File: src/rtl/shift_pkg.sv
// Shared types and constants for the shifter arbiter slice.
package shift_pkg;

  localparam int unsigned SHIFT_W = 32;
  localparam int unsigned SHAMT_W = 5;
  localparam int unsigned OP_W    = 2;

  // bit1 = ctl1 (direction), bit0 = ctl0 (sign-extend)
  localparam logic [OP_W-1:0] OP_SLL = 2'b00;
  localparam logic [OP_W-1:0] OP_SRL = 2'b10;
  localparam logic [OP_W-1:0] OP_SRA = 2'b11;

  typedef enum logic [1:0] {
    ST_IDLE,
    ST_EXEC,
    ST_RESP
  } state_e;

  // Operand register payload handed to the shifter
  typedef struct packed {
    logic [SHIFT_W-1:0] a;
    logic [SHIFT_W-1:0] b;
    logic [OP_W-1:0]    op;
  } shift_req_t;

  // Sign-extend only means something for right shifts; left shifts clear it
  function automatic logic [OP_W-1:0] sanitize_op(input logic [OP_W-1:0] op);
    return op[1] ? op : OP_SLL;
  endfunction

endpackage

File: src/rtl/shift_arbiter_if.sv
// Request/response handshakes of both requesters plus the shifter hookup.
interface shift_arbiter_if;
  import shift_pkg::*;

  logic               req0_valid;
  logic               req0_ready;
  logic [SHIFT_W-1:0] req0_a;
  logic [SHIFT_W-1:0] req0_b;
  logic [OP_W-1:0]    req0_op;

  logic               req1_valid;
  logic               req1_ready;
  logic [SHIFT_W-1:0] req1_a;
  logic [SHIFT_W-1:0] req1_b;
  logic [OP_W-1:0]    req1_op;

  logic               rsp0_valid;
  logic               rsp0_ready;
  logic [SHIFT_W-1:0] rsp0_data;

  logic               rsp1_valid;
  logic               rsp1_ready;
  logic [SHIFT_W-1:0] rsp1_data;

  logic [SHIFT_W-1:0] sh_a;
  logic [SHIFT_W-1:0] sh_b;
  logic               sh_ctl0;
  logic               sh_ctl1;
  logic [SHIFT_W-1:0] sh_out;

  // Requesters and the shifter together
  modport master (
    output req0_valid, req0_a, req0_b, req0_op,
    input  req0_ready,
    output req1_valid, req1_a, req1_b, req1_op,
    input  req1_ready,
    input  rsp0_valid, rsp0_data,
    output rsp0_ready,
    input  rsp1_valid, rsp1_data,
    output rsp1_ready,
    input  sh_a, sh_b, sh_ctl0, sh_ctl1,
    output sh_out
  );

  // The arbiter
  modport slave (
    input  req0_valid, req0_a, req0_b, req0_op,
    output req0_ready,
    input  req1_valid, req1_a, req1_b, req1_op,
    output req1_ready,
    output rsp0_valid, rsp0_data,
    input  rsp0_ready,
    output rsp1_valid, rsp1_data,
    input  rsp1_ready,
    output sh_a, sh_b, sh_ctl0, sh_ctl1,
    input  sh_out
  );

endinterface

File: src/rtl/rr_arb2.sv
// Two-input round-robin grant with the last-served register.
module rr_arb2 (
  input  logic       clk,
  input  logic       rst_n,
  input  logic [1:0] req,
  input  logic       take,
  output logic       gnt_c,
  output logic       any_c
);

  logic last_q;

  // Lone requester wins; on contention the one not served last wins
  always_comb begin
    any_c = |req;
    gnt_c = req[1];
    if (req == 2'b11) begin
      gnt_c = ~last_q;
    end
  end

  // Remember who was served; reset favours requester 0 next
  always_ff @(posedge clk or negedge rst_n) begin
    if (!rst_n) begin
      last_q <= 1'b1;
    end else if (take) begin
      last_q <= gnt_c;
    end
  end

endmodule

File: src/rtl/shift_arbiter.sv
// Shares one combinational barrel shifter between two requesters, one op in flight.
module shift_arbiter
  import shift_pkg::*;
(
  input  logic            clk,
  input  logic            rst_n,
  shift_arbiter_if.slave  bus
);

  state_e             state_q, state_d;
  shift_req_t         op_q, op_d;
  logic               tag_q, tag_d;
  logic [SHIFT_W-1:0] res_q, res_d;
  logic [1:0]         rsp_vld_q, rsp_vld_d;

  logic       gnt_c;
  logic       any_c;
  logic       take_c;
  logic [1:0] req_vld_c;
  logic [1:0] rsp_rdy_c;

  assign req_vld_c = {bus.req1_valid, bus.req0_valid};
  assign rsp_rdy_c = {bus.rsp1_ready, bus.rsp0_ready};

  rr_arb2 u_arb (
    .clk   (clk),
    .rst_n (rst_n),
    .req   (req_vld_c),
    .take  (take_c),
    .gnt_c (gnt_c),
    .any_c (any_c)
  );

  // Next state, operand capture, result capture and response flags
  always_comb begin
    state_d   = state_q;
    op_d      = op_q;
    tag_d     = tag_q;
    res_d     = res_q;
    rsp_vld_d = rsp_vld_q;
    take_c    = 1'b0;
    case (state_q)
      ST_IDLE: begin
        // rst_n gate keeps ready low while reset is held
        if (any_c && rst_n) begin
          take_c  = 1'b1;
          tag_d   = gnt_c;
          state_d = ST_EXEC;
          if (gnt_c) begin
            op_d = '{a: bus.req1_a, b: bus.req1_b, op: sanitize_op(bus.req1_op)};
          end else begin
            op_d = '{a: bus.req0_a, b: bus.req0_b, op: sanitize_op(bus.req0_op)};
          end
        end
      end
      ST_EXEC: begin
        res_d            = bus.sh_out;
        rsp_vld_d[tag_q] = 1'b1;
        state_d          = ST_RESP;
      end
      ST_RESP: begin
        if (rsp_rdy_c[tag_q]) begin
          rsp_vld_d = 2'b00;
          state_d   = ST_IDLE;
        end
      end
      default: begin
        state_d = ST_IDLE;
      end
    endcase
  end

  // State and datapath registers; reset discards any in-flight op
  always_ff @(posedge clk or negedge rst_n) begin
    if (!rst_n) begin
      state_q   <= ST_IDLE;
      op_q      <= '0;
      tag_q     <= 1'b0;
      res_q     <= '0;
      rsp_vld_q <= 2'b00;
    end else begin
      state_q   <= state_d;
      op_q      <= op_d;
      tag_q     <= tag_d;
      res_q     <= res_d;
      rsp_vld_q <= rsp_vld_d;
    end
  end

  assign bus.req0_ready = take_c & ~gnt_c;
  assign bus.req1_ready = take_c & gnt_c;
  assign bus.rsp0_valid = rsp_vld_q[0];
  assign bus.rsp1_valid = rsp_vld_q[1];
  assign bus.rsp0_data  = res_q;
  assign bus.rsp1_data  = res_q;
  assign bus.sh_a       = op_q.a;
  assign bus.sh_b       = op_q.b;
  assign bus.sh_ctl0    = op_q.op[0];
  assign bus.sh_ctl1    = op_q.op[1];

endmodule

File: src/flat_wrapper.sv
// flat-port wrapper written by rule: the top's interface ports become plain ports
module shift_arbiter_flat import shift_pkg::*;
  (clk, rst_n, bus_req0_valid, bus_req0_a, bus_req0_b, bus_req0_op, bus_req0_ready, bus_req1_valid, bus_req1_a, bus_req1_b, bus_req1_op, bus_req1_ready, bus_rsp0_valid, bus_rsp0_data, bus_rsp0_ready, bus_rsp1_valid, bus_rsp1_data, bus_rsp1_ready, bus_sh_a, bus_sh_b, bus_sh_ctl0, bus_sh_ctl1, bus_sh_out);
  shift_arbiter_if bus_i ();
  input  logic clk;
  input  logic rst_n;
  input wire logic [$bits(bus_i.req0_valid)-1:0] bus_req0_valid;
  input wire logic [$bits(bus_i.req0_a)-1:0] bus_req0_a;
  input wire logic [$bits(bus_i.req0_b)-1:0] bus_req0_b;
  input wire logic [$bits(bus_i.req0_op)-1:0] bus_req0_op;
  output wire logic [$bits(bus_i.req0_ready)-1:0] bus_req0_ready;
  input wire logic [$bits(bus_i.req1_valid)-1:0] bus_req1_valid;
  input wire logic [$bits(bus_i.req1_a)-1:0] bus_req1_a;
  input wire logic [$bits(bus_i.req1_b)-1:0] bus_req1_b;
  input wire logic [$bits(bus_i.req1_op)-1:0] bus_req1_op;
  output wire logic [$bits(bus_i.req1_ready)-1:0] bus_req1_ready;
  output wire logic [$bits(bus_i.rsp0_valid)-1:0] bus_rsp0_valid;
  output wire logic [$bits(bus_i.rsp0_data)-1:0] bus_rsp0_data;
  input wire logic [$bits(bus_i.rsp0_ready)-1:0] bus_rsp0_ready;
  output wire logic [$bits(bus_i.rsp1_valid)-1:0] bus_rsp1_valid;
  output wire logic [$bits(bus_i.rsp1_data)-1:0] bus_rsp1_data;
  input wire logic [$bits(bus_i.rsp1_ready)-1:0] bus_rsp1_ready;
  output wire logic [$bits(bus_i.sh_a)-1:0] bus_sh_a;
  output wire logic [$bits(bus_i.sh_b)-1:0] bus_sh_b;
  output wire logic [$bits(bus_i.sh_ctl0)-1:0] bus_sh_ctl0;
  output wire logic [$bits(bus_i.sh_ctl1)-1:0] bus_sh_ctl1;
  input wire logic [$bits(bus_i.sh_out)-1:0] bus_sh_out;
  assign bus_i.req0_valid = bus_req0_valid;
  assign bus_i.req0_a = bus_req0_a;
  assign bus_i.req0_b = bus_req0_b;
  assign bus_i.req0_op = bus_req0_op;
  assign bus_req0_ready = bus_i.req0_ready;
  assign bus_i.req1_valid = bus_req1_valid;
  assign bus_i.req1_a = bus_req1_a;
  assign bus_i.req1_b = bus_req1_b;
  assign bus_i.req1_op = bus_req1_op;
  assign bus_req1_ready = bus_i.req1_ready;
  assign bus_rsp0_valid = bus_i.rsp0_valid;
  assign bus_rsp0_data = bus_i.rsp0_data;
  assign bus_i.rsp0_ready = bus_rsp0_ready;
  assign bus_rsp1_valid = bus_i.rsp1_valid;
  assign bus_rsp1_data = bus_i.rsp1_data;
  assign bus_i.rsp1_ready = bus_rsp1_ready;
  assign bus_sh_a = bus_i.sh_a;
  assign bus_sh_b = bus_i.sh_b;
  assign bus_sh_ctl0 = bus_i.sh_ctl0;
  assign bus_sh_ctl1 = bus_i.sh_ctl1;
  assign bus_i.sh_out = bus_sh_out;
  shift_arbiter u_core (.clk(clk), .rst_n(rst_n), .bus(bus_i));
endmodule
File: config.mk
export PLATFORM = sky130hd
export DESIGN_NAME = shift_arbiter_flat
export DESIGN_NICKNAME = d
export VERILOG_FILES = /design/src/rtl/shift_pkg.sv /design/src/rtl/shift_arbiter_if.sv /design/src/rtl/rr_arb2.sv /design/src/rtl/shift_arbiter.sv /design/src/flat_wrapper.sv
export SDC_FILE = /design/constraint.sdc
export NUM_CORES = 1
export LEC_CHECK = 0
export ABC_AREA = 1
export BUFFER_PORTS_ARGS = -buffer_cell sky130_fd_sc_hd__buf_2
export CAP_MARGIN = 25
export CORE_MARGIN = 3
export CORE_UTILIZATION = 40
export CTS_CLUSTER_DIAMETER = 30
export CTS_CLUSTER_SIZE = 12
export DETAILED_ROUTE_END_ITERATION = 6
export GPL_TIMING_DRIVEN = 0
export PLACE_DENSITY = 0.75
export SYNTH_ARGS = -nofsm -noshare
export SYNTH_HDL_FRONTEND = slang
export SYNTH_HIERARCHICAL = 1
export SYNTH_SLANG_ARGS = --single-unit
File: constraint.sdc
create_clock -name clk -period 2.16 [get_ports clk]
set_clock_uncertainty 0.15 [all_clocks]
set_input_delay 0.216 -clock clk [delete_from_list [all_inputs] [get_ports clk]]
set_output_delay 0.216 -clock clk [all_outputs]
set_load 0.02 [all_outputs]
Yosys cells after proc, flatten, opt, wreduce, memory -nomap -nowiden
Cells that the tools add are included.
{"block": "totals", "input_bits": 170, "wordCells": 42, "out_inout_bits": 134, "reg_bits": 104}
{"block": "op_classes", "n_reduce_logical": 8, "eq_ne": 5, "order_cmp": 2, "muxes": 14, "bitwise_logic": 5}
{"op": "$mux 66", "count": 1}
{"op": "$mux 2", "count": 4}
{"op": "$mux 1", "count": 6}
{"op": "$pmux 2 s3", "count": 1}
{"op": "$reduce_and 2->1", "count": 3}
{"op": "$eq 2x2->1 const B", "count": 2}
{"op": "$ne 2x1->1 const B", "count": 2}
{"op": "$pmux 2 s2", "count": 1}
{"op": "$and 1x1->1", "count": 2}
{"op": "$eq 2x1->1 const B", "count": 1}
{"op": "$logic_and 1x1->1", "count": 2}
{"op": "$logic_not 2->1", "count": 1}
{"op": "$lt 1x2->1 const B", "count": 1}
{"op": "$not 1->1", "count": 2}
{"op": "$or 2x2->2", "count": 1}
{"op": "$reduce_bool 2->1", "count": 1}
{"op": "$reduce_or 2->1", "count": 1}
{"op": "$demux 1 s1", "count": 1}
{"op": "$ge 1x1->1 const B", "count": 1}

Depth between registers and ports, before layout
Gate-level depths: netlist (run 1).
{"block": "logic_depth", "word_depth": 6, "depth_mapped": 10, "mapped_depth_nobuf": 7}

Cells and area by module
Netlist (run 1), hierarchy kept.
{"module": "shift_arbiter", "seq_area_each_um2": 2577.5, "area_each_um2": 5088.6, "instances": 1, "cells_each": 699}
{"module": "rr_arb2", "seq_area_each_um2": 26.3, "area_each_um2": 58.8, "instances": 1, "cells_each": 8}

Least setup slack after synthesis (run 1)
Ideal clock, no wire load.
{"block": "synth_timing", "path_kind": "flip-flop to output port", "startpoint": "reg u_core.u_arb.last_q", "endpoint": "out bus_req0_ready", "n_path_buf": 2, "required_time_ns": 1.794, "arrival_time_ns": 1.324, "path_stages_with_launch": 6, "slack_ns": 0.470, "path_cell_list": "dfstp_2 nand2_1 and2_1 buf_2 clkbuf_1 nor2_1"}
{"block": "synth_between", "elab_chain_len": 4}
{"element": "start, declared", "line_no": "rr_arb2.sv:11", "source": "logic last_q;"}
{"element": "start signal, assigned", "line_no": "rr_arb2.sv:27", "source": "last_q <= gnt_c;"}
{"element": "$not 1->1", "line_no": "rr_arb2.sv:18", "source": "gnt_c = ~last_q;"}
{"element": "$mux 1", "line_no": "rr_arb2.sv:17", "source": "if (req == 2'b11) begin"}
{"element": "via u_core.gnt_c", "line_no": "shift_arbiter.sv:16", "source": "logic gnt_c;"}
{"element": "$not 1->1", "line_no": "shift_arbiter.sv:90", "source": "assign bus.req0_ready = take_c & ~gnt_c;"}
{"element": "$and 1x1->1", "line_no": "shift_arbiter.sv:90"}
{"element": "end, declared", "line_no": "flat_wrapper.sv:11", "source": "output wire logic [$bits(bus_i.req0_ready)-1:0] bus_req0_ready;"}
The timed path passes the listed nets, and every way through them passes these cells.

Worst setup path after layout (run 1)
{"block": "layout_timing", "startpoint": "reg u_core.state_q[0]", "endpoint": "out bus_req0_ready"}
{"block": "layout_between", "elab_chain_len": 3}
{"element": "start, declared", "line_no": "shift_arbiter.sv:10", "source": "state_e state_q, state_d;"}
{"element": "start signal, assigned", "line_no": "shift_arbiter.sv:82", "source": "state_q <= state_d;"}
{"element": "$logic_not 2->1", "line_no": "shift_arbiter.sv:42", "source": "case (state_q)"}
{"element": "$mux 1", "line_no": "shift_arbiter.sv:42"}
{"element": "$and 1x1->1", "line_no": "shift_arbiter.sv:90"}
Every way passes these cells.

==> results of run 1 <==
worst max-delay path, cell delays in order (launching register included):
cell                       delay, ns
sky130_fd_sc_hd__dfrtp_1        0.37
sky130_fd_sc_hd__buf_2          0.19
sky130_fd_sc_hd__nor2_4         0.16
sky130_fd_sc_hd__nand3_4        0.11
sky130_fd_sc_hd__clkbuf_4       0.20
sky130_fd_sc_hd__nor2_1         0.09
sky130_fd_sc_hd__buf_2          0.17
worst max-delay path by stage:
stage / start / endpoint / slack, ns / cells past startpoint
after detailed placement: rst_n / bus_req1_ready / 0.24 / 8
after global routing: u_core/u_arb/last_q / u_core/bus.sh_b[13] / 0.001 / 10
after global placement: rst_n / bus_req1_ready / -1.39 / 7
after CTS: u_core/state_q[0] / bus_req0_ready / 0.08 / 6
after floorplan: u_core/u_arb/last_q / bus_req0_ready / 0.47 / 5
final: u_core/state_q[0] / bus_req0_ready / 0.17 / 6
routing by layer:
layer  part of all wire  track usage  vias to the layer above
met5                  0            0                        -
li1                   -            -                     2805
met1               0.40        0.268                     2467
met4              0.013       0.0594                        0
met2               0.51        0.410                      219
met3              0.075       0.0518                       18
final cells by class:
class | count | share of cell area
Clock inverter | 5 | 0.0104
Sequential cell | 104 | 0.339
Clock buffer | 11 | 0.0316
Buffer | 70 | 0.0620
Multi-Input combinational cell | 522 | 0.266
Timing Repair Buffer | 343 | 0.259
Inverter | 10 | 0.00521
Tap cell | 168 | 0.0273
layout by cell type (no fill, tap or decap):
cell type / n
sky130_fd_sc_hd__inv_1: 8
sky130_fd_sc_hd__nor2_1: 3
sky130_fd_sc_hd__nand2_1: 475
sky130_fd_sc_hd__nand3_1: 38
sky130_fd_sc_hd__bufinv_16: 2
sky130_fd_sc_hd__and2_1: 1
sky130_fd_sc_hd__or2_1: 1
sky130_fd_sc_hd__clkbuf_1: 5
sky130_fd_sc_hd__clkbuf_8: 1
sky130_fd_sc_hd__buf_4: 38
sky130_fd_sc_hd__clkbuf_16: 9
sky130_fd_sc_hd__buf_2: 320
sky130_fd_sc_hd__nand3_4: 1
sky130_fd_sc_hd__dfstp_2: 1
sky130_fd_sc_hd__clkinvlp_4: 2
sky130_fd_sc_hd__nand2_2: 1
sky130_fd_sc_hd__nor2_4: 2
sky130_fd_sc_hd__buf_1: 3
sky130_fd_sc_hd__buf_16: 4
sky130_fd_sc_hd__dfrtp_1: 103
sky130_fd_sc_hd__inv_4: 1
sky130_fd_sc_hd__clkbuf_4: 2
sky130_fd_sc_hd__clkinv_2: 1
sky130_fd_sc_hd__inv_2: 1
sky130_fd_sc_hd__buf_6: 6
sky130_fd_sc_hd__dlygate4sd3_1: 36
flip-flops by register name, indices dropped and copies added, names as in the netlist, 2 cells and up:
signal	flops
u_core/state_q	2
u_core/bus.sh_a	32
u_core/bus.sh_b	32
u_core/bus.rsp0_data	32
u_core/rsp_vld_q	2
cell families (layout without fill, tap and decap cells):
group,after synthesis,count (layout),synth area share
buffers and inverters,81,439,0.0997
AND/OR/NAND/NOR,522,522,0.395
flip-flops,104,104,0.506
repair_timing:
item                                    in CTS  in global routing
endpoints found under the hold margin      135                  0
hold buffers                                38                  0
endpoints found under the setup margin       1                  3
resized for setup                            0                  5
stage by stage:
stage / instances / utilization / hold WS [ns] / TNS, ns
2_1_floorplan: 707 / - / -0.230 / 0
3_3_place_gp: 1178 / 0.558 / 0.296 / -129.69
3_5_place_dp: 1180 / 0.563 / -0.0938 / 0
4_1_cts: 1233 / 0.623 / 0.00468 / 0
5_1_grt: 1233 / 0.624 / 0.0282 / 0
6_report: 1233 / 0.624 / 0.0176 / 0
Yosys cell counts (all sizes together):
library cell / n / share of area
and2: 1 / 0.0012
buf: 66 / 0.089
clkbuf: 5 / 0.0036
dfrtp: 103 / 0.50
dfstp: 1 / 0.0051
inv: 10 / 0.0073
nand2: 476 / 0.35
nand3: 39 / 0.039
nor2: 5 / 0.0056
or2: 1 / 0.0012
power by group through the flow:
| stage | Sequential [mW] | Combinational, mW | Clock, mW |
|---|---|---|---|
| after floorplan | 4.47 | 2.32 | 0 |
| after global placement | 3.41 | 5.27 | 0 |
| after detailed placement | 3.43 | 5.34 | 0 |
| after CTS | 3.41 | 5.40 | 1.79 |
| after global routing | 3.55 | 5.86 | 1.88 |
| final | 3.42 | 5.37 | 1.75 |
==> summary.md, run 1 <==
| Metric | Value |
|---|---|
| GPL Wtd Cong | `0.802` |
| Core outline area | `12300 sq um` |
| Area Overhead vs Synth | `49.3%` |
| Post-route worst setup slack | `~0.17 ns` |
| Number of top-level pins | `304` |
| Syn_area_per_cell | `about 7.3 sq um` |
| Comb pwr share | `0.510` |
| CTS buffer count | `9` |
| Count of cell types in the netlist | `18` |
| R2R setup slack | `approximately 0.18 ns` |
| Die footprint | `around 14000 sq um` |
| CP Data Required Time | `1.79 ns` |
| Starting density of the core | `0.418` |
| Cells on Worst Hold Path | `5` |
| Maximum ir drop on the vdd rail | `~0.5 mV` |
| Clock tree root buffer cell | `sky130_fd_sc_hd__clkbuf_16` |
| Outcome | `finished, final reports clean` |
| IO Port Bufs | `just over 300` |
| DRC violation count after routing | `0` |
| Post-synthesis register bit count | `~100` |
| Relative contribution of sequential cells to total power | `0.324` |
| Number of vias in the routed layout | `5509` |
| Setup repair after global routing missed its margin | `no` |
| Post-CTS setup-driven buffer insertion count | `0` |
| Upper clock frequency limit | `503 MHz` |
| Sequential cell area in the final layout | `roughly 2600 sq um` |
| Relative slew slack | `0.697` |
| Portion of total power attributed to the clock network | `0.166` |
| Horizontal extent of the die | `around 120 um` |
| Clock H-tree levels | `3` |
| Worst Reg2Reg Path Length in Cells | `7` |
| Total area of multi-input combinational cells | `around 2000 sq um` |
| Cell area after technology mapping | `approximately 5100 sq um` |
| Share of the yosys chip area belonging to registers | `0.506` |
| Max-slew violation count | `0` |
| Critical register-to-register path startpoint | `u_core/state_q[1]` |
| CP arrival | `around 1.6 ns` |
| Overall global routing resource usage | `0.226` |
| Vertical die dimension | `119 um` |
| Row Count | `40` |
| Number of nets produced by synthesis | `between 800 and 900` |
| Worst-skew pair later-pin latency | `0.33 ns` |
| Worst slew pin tran | `about 0.46 ns` |
| Total routed wirelength | `~16 mm` |
| Critical Path Fanout Max | `10` |
| Worst setup SP type | `register` |
| Remaining antenna violation count | `0` |
| Internal power | `slightly below 6 mW` |
| Average wire per standard cell | `13.3 um` |
| Final Net Count | `1230` |
| Clock transition at the registers of the reported paths | `~0.070 ns` |
| Maximum buffer depth of the clock tree | `2` |
| Final-layout fill cell count | `1191` |
| Capturing element type of the critical path | `output port` |
| Number of global-route vias before repair | `5246` |
| Wire length of the first global-routing pass | `about 26 mm` |
| Crit path kind | `reg -> out` |
| Clock tree from TritonCTS | `done` |
| Mean number of vias per cell | `4.47` |
| Fin crit share | `0.920` |
| Total half-perimeter wirelength after legalization and detailed placement | `approximately 13 mm` |
| Placement Cell Area | `between 6000 and 7000 sq um` |
| Final number of hold-violating endpoints | `0` |
| Number of DRC markers after the initial detailed-route iteration | `roughly 240` |
| Final design area excluding fillers | `between 7000 and 8000 sq um` |
| Antenna cells | `0` |
| Tot Pwr | `10.5 mW` |
| Final setup violation count | `0` |
| Total number of clock tree sinks | `104` |
| Initial antenna violation count | `0` |
| Drt first pass iters | `4` |
| Total congestion overflow after global routing | `0` |
| Switching power | `approximately 4.7 mW` |
| Max-capacitance violation count | `0` |
| Class of the tightest hold or removal check | `in -> reg` |
| Final worst path period need | `roughly 2.0 ns` |
| Pin count of the biggest net entering global routing | `52` |
| Static leakage | `around 4.8 nW` |
| Worst-case hold path end point | `u_core/bus.sh_b[23]` |
| Power Density | `around 1400 nW/um^2` |
| Fraction of power spent switching nets | `0.444` |
| Worst setup slack before clock tree synthesis | `about 0.24 ns` |
| Fraction of layout cells with a size suffix above 1 | `0.368` |
| Origin of the worst min-delay path | `bus_req0_b[23]` |
| Number of instances in the synthesized netlist | `a little over 700` |
| Critical R2R Capture | `u_core/u_arb/last_q` |
| Syn. warnings | `6` |
No activity file was read; power rests on OpenSTA's default activity.
==> run 2, diff against run 1 <==
--- a/config.mk
+++ b/config.mk
@@ -9,12 +9,11 @@
 export BUFFER_PORTS_ARGS = -buffer_cell sky130_fd_sc_hd__buf_2
 export CAP_MARGIN = 25
 export CORE_MARGIN = 3
-export CORE_UTILIZATION = 40
+export CORE_UTILIZATION = 30
 export CTS_CLUSTER_DIAMETER = 30
 export CTS_CLUSTER_SIZE = 12
 export DETAILED_ROUTE_END_ITERATION = 6
 export GPL_TIMING_DRIVEN = 0
-export PLACE_DENSITY = 0.75
 export SYNTH_ARGS = -nofsm -noshare
 export SYNTH_HDL_FRONTEND = slang
 export SYNTH_HIERARCHICAL = 1
==> constraint.sdc (replaced) <==
create_clock -name clk -period 1.71 [get_ports clk]
set_clock_uncertainty 0.15 [all_clocks]
set_input_delay 0.171 -clock clk [delete_from_list [all_inputs] [get_ports clk]]
set_output_delay 0.171 -clock clk [all_outputs]
set_load 0.02 [all_outputs]
==> run 2 against run 1 <==
Compared with the run above:
- the flow now finishes with violations (negative hold slack, negative setup slack)
- design area grew 25%
- non-clock buffer count is 138 higher
- routed wire length up 31%
- clock power rose by 21%
- highest routed layer unchanged
- critical endpoint is now bus_req1_ready
- sequential share of layout area decreased by 6.8 points
==> summary.md, run 2 (synthesis results as in run 1) <==
| Metric | Value |
|---|---|
| Most common cell after layout, fill and taps aside | `sky130_fd_sc_hd__nand2_1` |
| Total number of clock tree sinks | `between 100 and 150` |
| Number of vias in the routed layout | `around 6300` |
| Antenna cells | `0` |
| Sequential cell area in the final layout | `2600 sq um` |
| IO Port Bufs | `approximately 300` |
| Worst-skew pair later-pin latency | `about 0.35 ns` |
| Number of DRC markers after the initial detailed-route iteration | `305` |
| Total area of multi-input combinational cells | `roughly 2300 sq um` |
| CP bufs+invs | `3` |
| Total congestion overflow after global routing | `0` |
| Max-slew violation count | `0` |
| Number of global-route vias before repair | `between 6000 and 7000` |
| Final setup violation count | `2` |
| Class of the tightest hold or removal check | `in -> async` |
| Final worst path period need | `1.78 ns` |
| Maximum buffer depth of the clock tree | `2` |
| Vertical die dimension | `~140 um` |
| Drt first pass iters | `5` |
| Total half-perimeter wirelength after legalization and detailed placement | `about 13 mm` |
| Series of cell instances along the critical path | `nand2_2, and2_4, clkbuf_16, nand2_4, inv_2, buf_6` |
| Die footprint | `~19000 sq um` |
| CTS buffer count | `9` |
| Overall global routing resource usage | `0.209` |
| DRC violation count after routing | `0` |
| Total Negative Setup Slacks | `-0.133 ns` |
| Horizontal extent of the die | `around 140 um` |
| Wire length of the first global-routing pass | `roughly 31 mm` |
| Capturing element type of the critical path | `output port` |
| Final-layout fill cell count | `1489` |
| Relative slew slack | `0.669` |
| Worst setup SP type | `register` |
| Slowest CP cell | `sky130_fd_sc_hd__dfstp_2` |
| Core outline area | `between 15000 and 20000 sq um` |
| Static leakage | `around 5.5 nW` |
| Clock tree root buffer cell | `sky130_fd_sc_hd__clkbuf_16` |
| Total routed wirelength | `around 21 mm` |
| Clock H-tree levels | `3` |
| Fraction of layout cells with a size suffix above 1 | `0.401` |
| Failing checks | `negative hold slack, negative setup slack` |
| Average wire per standard cell | `~15 um` |
| CP arrival | `1.46 ns` |
| Row Count | `47` |
| Core Util, Final | `0.575` |
| Critical Path Fanout Max | `3` |
| Remaining antenna violation count | `0` |
| Initial antenna violation count | `0` |
| Pin count of the biggest net entering global routing | `60` |
| Power Density | `1480 nW/um^2` |
| Area Overhead vs Synth | `86.7%` |
| Starting density of the core | `0.308` |
| Cell family contributing the most delay on the critical path | `flip-flops` |
| Hold buffers post-CTS | `153` |
| Upper clock frequency limit | `~560 MHz` |
| Clock tree from TritonCTS | `done` |
| Critical register-to-register path startpoint | `u_core/u_arb/last_q` |
| Fin crit share | `1.04` |
| Number of top-level pins | `roughly 300` |
| Setup repair after global routing missed its margin | `yes` |
| Mean number of vias per cell | `~4.4` |
| Clock transition at the registers of the reported paths | `approximately 0.070 ns` |
| CP Data Required Time | `approximately 1.4 ns` |
| Worst slew pin tran | `between 0.4 and 0.5 ns` |
| Top library cells by usage in the layout, fill and taps aside | `sky130_fd_sc_hd__nand2_1 (408), sky130_fd_sc_hd__buf_2 (311), sky130_fd_sc_hd__dlygate4sd3_1 (153)` |
| Post-route worst setup slack | `-0.0745 ns` |
| Tot Pwr | `14.3 mW` |
| Worst hold-check slack | `-0.392 ns` |
| Maximum ir drop on the vdd rail | `roughly 0.89 mV` |
| Max-capacitance violation count | `0` |
| Startpoint of the most critical setup path | `u_core/u_arb/last_q` |
| Final number of hold-violating endpoints | `48` |
| Crit path kind | `reg -> out` |
| Outcome | `finished, violations left` |
| Final Net Count | `1368` |
| Max incr delay on CP | `0.54 ns` |
| GPL Wtd Cong | `about 0.84` |
==> run 2: changes by cell type in the layout (fill, tap and decap cells not counted), moves of 5 or more <==
cell                            change
sky130_fd_sc_hd__buf_12             +5
sky130_fd_sc_hd__nand2_1           -67
sky130_fd_sc_hd__buf_2              -9
sky130_fd_sc_hd__buf_4              +5
sky130_fd_sc_hd__buf_8              +6
sky130_fd_sc_hd__buf_6              +7
sky130_fd_sc_hd__nand2_4           +13
sky130_fd_sc_hd__clkbuf_16          +9
sky130_fd_sc_hd__dlygate4sd3_1    +117
sky130_fd_sc_hd__nand2_2           +54
==> run 2: repair_timing <==
item | in CTS | in global routing
setup buffers | 12 | 3
gates cloned | 1 | 8
endpoints found under the setup margin | 42 | 68
endpoints found under the hold margin | 141 | 45
resized for setup | 41 | 103
pin swaps | 5 | 66
==> run 2: where the power goes <==
group	internal (mW)	switching [mW]
Sequential	3.61	0.737
Combinational	3.12	4.68
Clock	1.18	0.928
Total	7.91	6.34
==> run 2: area by class of cell <==
| type | count | share of cell area |
|---|---|---|
| buffer | 70 | 0.0651 |
| clock buffer | 12 | 0.0256 |
| clock inverter | 4 | 0.00560 |
| inverter | 10 | 0.00547 |
| multi-input combinational | 522 | 0.238 |
| sequential | 104 | 0.271 |
| tap | 220 | 0.0286 |
| timing repair buffer | 481 | 0.361 |
==> run 2: final timing paths <==
kind,to,slack [ns],cells past startpoint
setup / recovery,bus_req1_ready,-0.07,6
hold / removal,u_core/bus.sh_b[31],-0.39,1
setup reg to reg,u_core/bus.sh_a[25],0.02,10
hold reg to reg,u_core/bus.sh_a[6],0.31,2
max in group asynchronous,u_core/u_arb/last_q,1.12,2
min in group clk,u_core/bus.sh_b[8],-0.01,5
==> run 2: routing by layer <==
metal  vias up  part of all wire  track usage
met4         0             0.024       0.0904
met1      2883              0.38        0.238
li1       3089                 -            -
met5         -                 0            0
met3        35             0.087       0.0555
met2       301              0.50        0.367
==> run 2: metrics by stage <==
step	area [sq um]	instances	hold WS, ns	setup slack, ns
after global placement	6940	1230	0.253	-1.92
after floorplan	5150	707	-0.275	0.0645
after global routing	9610	1423	-0.364	-0.141
after detailed placement	6970	1231	0.0986	-0.377
after CTS	9070	1412	-0.388	-0.0778
final	9610	1423	-0.392	-0.0745
==> run 3, diff against run 2 <==
--- a/config.mk
+++ b/config.mk
@@ -8,12 +8,14 @@
 export ABC_AREA = 1
 export BUFFER_PORTS_ARGS = -buffer_cell sky130_fd_sc_hd__buf_2
 export CAP_MARGIN = 25
+export CORE_ASPECT_RATIO = 2
 export CORE_MARGIN = 3
-export CORE_UTILIZATION = 30
+export CORE_UTILIZATION = 40
 export CTS_CLUSTER_DIAMETER = 30
 export CTS_CLUSTER_SIZE = 12
 export DETAILED_ROUTE_END_ITERATION = 6
 export GPL_TIMING_DRIVEN = 0
+export PLACE_DENSITY = 0.77
 export SYNTH_ARGS = -nofsm -noshare
 export SYNTH_HDL_FRONTEND = slang
 export SYNTH_HIERARCHICAL = 1
==> run 3 against run 2 <==
Compared with the run above:
- the run still ends with negative hold slack, negative setup slack left
- routed wire length shrank 0.83%
- setup slack worse by 0.0062 ns
- sequential power about the same
- clock-buffer cell count unchanged
- register-to-register slack barely moved
- via count rose by 3.1%
- core utilization up 13 points
- power shrank 3.1%
- die area is 24% lower
==> summary.md, run 3 (synthesis results as in run 1) <==
| Metric | Value |
|---|---|
| Fraction of power spent switching nets | `0.451` |
| Final number of hold-violating endpoints | `47` |
| Maximum buffer depth of the clock tree | `2` |
| Worst-skew pair later-pin latency | `0.33 ns` |
| Clock transition at the registers of the reported paths | `about 0.07 ns` |
| Total area of multi-input combinational cells | `between 2000 and 2500 sq um` |
| Pin count of the biggest net entering global routing | `50` |
| Wire length of the first global-routing pass | `~33 mm` |
| Setup repair after global routing missed its margin | `yes` |
| Number of vias in the routed layout | `around 6500` |
| Switching power | `slightly above 6 mW` |
| Clock tree from TritonCTS | `done` |
| Initial antenna violation count | `0` |
| DRC violation count after routing | `0` |
| Total half-perimeter wirelength after legalization and detailed placement | `12.8 mm` |
| Overall global routing resource usage | `0.294` |
| Worst setup slack before clock tree synthesis | `-0.639 ns` |
| Number of global-route vias before repair | `roughly 6800` |
| CTS buffer count | `9` |
| Total routed wirelength | `21.3 mm` |
| Worst setup SP type | `register` |
| Core outline area | `12600 sq um` |
| GPL Wtd Cong | `between 0.8 and 0.9` |
| Max-slew violation count | `0` |
| Failing checks | `negative hold slack, negative setup slack` |
| Relative slew slack | `0.673` |
| Clock tree root buffer cell | `sky130_fd_sc_hd__clkbuf_16` |
| Critical register-to-register path startpoint | `u_core/u_arb/last_q` |
| Antenna cells | `0` |
| Total congestion overflow after global routing | `0` |
| Drt first pass iters | `6` |
| Max-capacitance violation count | `0` |
| Maximum ir drop on the vdd rail | `around 1.3 mV` |
| Filler-free cell count of the finished design | `between 1000 and 1500` |
| Total Negative Setup Slacks | `-0.140 ns` |
| Final-layout fill cell count | `between 900 and 1000` |
| Worst slew pin tran | `between 0.4 and 0.5 ns` |
| Number of top-level pins | `just over 300` |
| Post-route worst setup slack | `-0.0807 ns` |
| Static leakage | `around 5.3 nW` |
| Remaining antenna violation count | `0` |
| Horizontal extent of the die | `around 86 um` |
| CP arrival | `~1.5 ns` |
| Fraction of layout cells with a size suffix above 1 | `0.347` |
| Mean number of vias per cell | `between 4 and 5` |
| Comb pwr share | `0.538` |
| Total number of clock tree sinks | `between 100 and 150` |
| Average wire per standard cell | `approximately 16 um` |
| Row Count | `58` |
| Cell count after placement | `between 1000 and 1500` |
| Most common cell after layout, fill and taps aside | `sky130_fd_sc_hd__nand2_1` |
| Top library cells by usage in the layout, fill and taps aside | `sky130_fd_sc_hd__nand2_1 (471), sky130_fd_sc_hd__buf_2 (314), sky130_fd_sc_hd__dlygate4sd3_1 (141)` |
| Fin crit share | `1.05` |
| Relative contribution of sequential cells to total power | `0.313` |
| Vertical die dimension | `about 170 um` |
| Final worst path period need | `1.79 ns` |
| Hold buffers post-CTS | `about 140` |
| Outcome | `finished, violations left` |
| Final Net Count | `between 1000 and 1500` |
| Capturing element type of the critical path | `output port` |
| Sequential cell area in the final layout | `~2600 sq um` |
| Startpoint of the most critical setup path | `u_core/u_arb/last_q` |
| Final setup violation count | `2` |
| Internal power | `7.58 mW` |
| Area Overhead vs Synth | `72.7%` |
| Number of DRC markers after the initial detailed-route iteration | `roughly 350` |
| Worst hold-check slack | `-0.461 ns` |
| CP Data Required Time | `1.39 ns` |
| Upper clock frequency limit | `roughly 560 MHz` |
| Portion of total power attributed to the clock network | `0.148` |
| Die footprint | `14300 sq um` |
| Crit path kind | `reg -> out` |
| Class of the tightest hold or removal check | `in -> async` |
| Starting density of the core | `0.410` |
| Power Density | `1550 nW/um^2` |
| IO Port Bufs | `a little over 300` |
| Critical Path Fanout Max | `3` |
| Clock H-tree levels | `3` |
==> run 3: path summary, 6_finish.rpt <==
kind	endpoint	depth (start not counted)	slack, ns
min in group clk	u_core/bus.sh_b[24]	5	0
worst max-delay path	bus_req0_ready	5	-0.08
max in group asynchronous	u_core/state_q[0]	4	0.57
worst max register to register	u_core/bus.sh_b[10]	9	0.01
worst min-delay path	u_core/bus.rsp0_data[30]	1	-0.46
worst min register to register	u_core/bus.sh_b[24]	2	0.32
==> run 3: metrics by stage <==
step	instance area, sq um	power, mW	utilization
final	8890	13.8	0.708
after detailed placement	6880	11.1	0.548
after global placement	6850	10.9	0.546
after floorplan	5150	8.58	-
after CTS	8840	13.7	0.704
after global routing	8890	14.6	0.708
==> run 3: repair_timing <==
item / in CTS / in global routing
setup buffers: 10 / 2
gates cloned: 1 / 0
gates resized for setup: 33 / 14
pin swaps: 6 / 5
hold endpoints to repair: 166 / 47
endpoints found under the setup margin: 64 / 51
==> run 3: cell type report <==
| cell class | count | area share |
|---|---|---|
| buffer | 70 | 0.0618 |
| clock buffer | 12 | 0.0266 |
| clock inverter | 4 | 0.00619 |
| inverter | 10 | 0.00450 |
| multi-input combinational | 522 | 0.232 |
| sequential | 104 | 0.293 |
| tap | 150 | 0.0211 |
| timing repair buffer | 460 | 0.355 |
==> run 3: metal layers <==
layer  share of wire  vias to the layer above  global-route usage
met1            0.33                     2905               0.306
met5               0                        -                   0
li1                -                     3037                   -
met3           0.074                      135              0.0545
met2            0.52                      429               0.522
met4           0.075                        0               0.194
==> run 3: worst max-delay path, cell delays in order (launching register included) <==
cell	delay, ns
sky130_fd_sc_hd__dfstp_2	0.54
sky130_fd_sc_hd__nand2_2	0.05
sky130_fd_sc_hd__and2_4	0.15
sky130_fd_sc_hd__clkbuf_16	0.15
sky130_fd_sc_hd__nor2_4	0.11
sky130_fd_sc_hd__buf_6	0.12
==> run 3: power groups by stage <==
| stage | logic (mW) | clock network (mW) | registers, mW |
|---|---|---|---|
| floorplan | 2.93 | 0 | 5.65 |
| global placement | 6.62 | 0 | 4.30 |
| detailed placement | 6.75 | 0 | 4.33 |
| CTS | 7.25 | 2.10 | 4.31 |
| global route | 7.97 | 2.20 | 4.47 |
| finish | 7.43 | 2.05 | 4.33 |
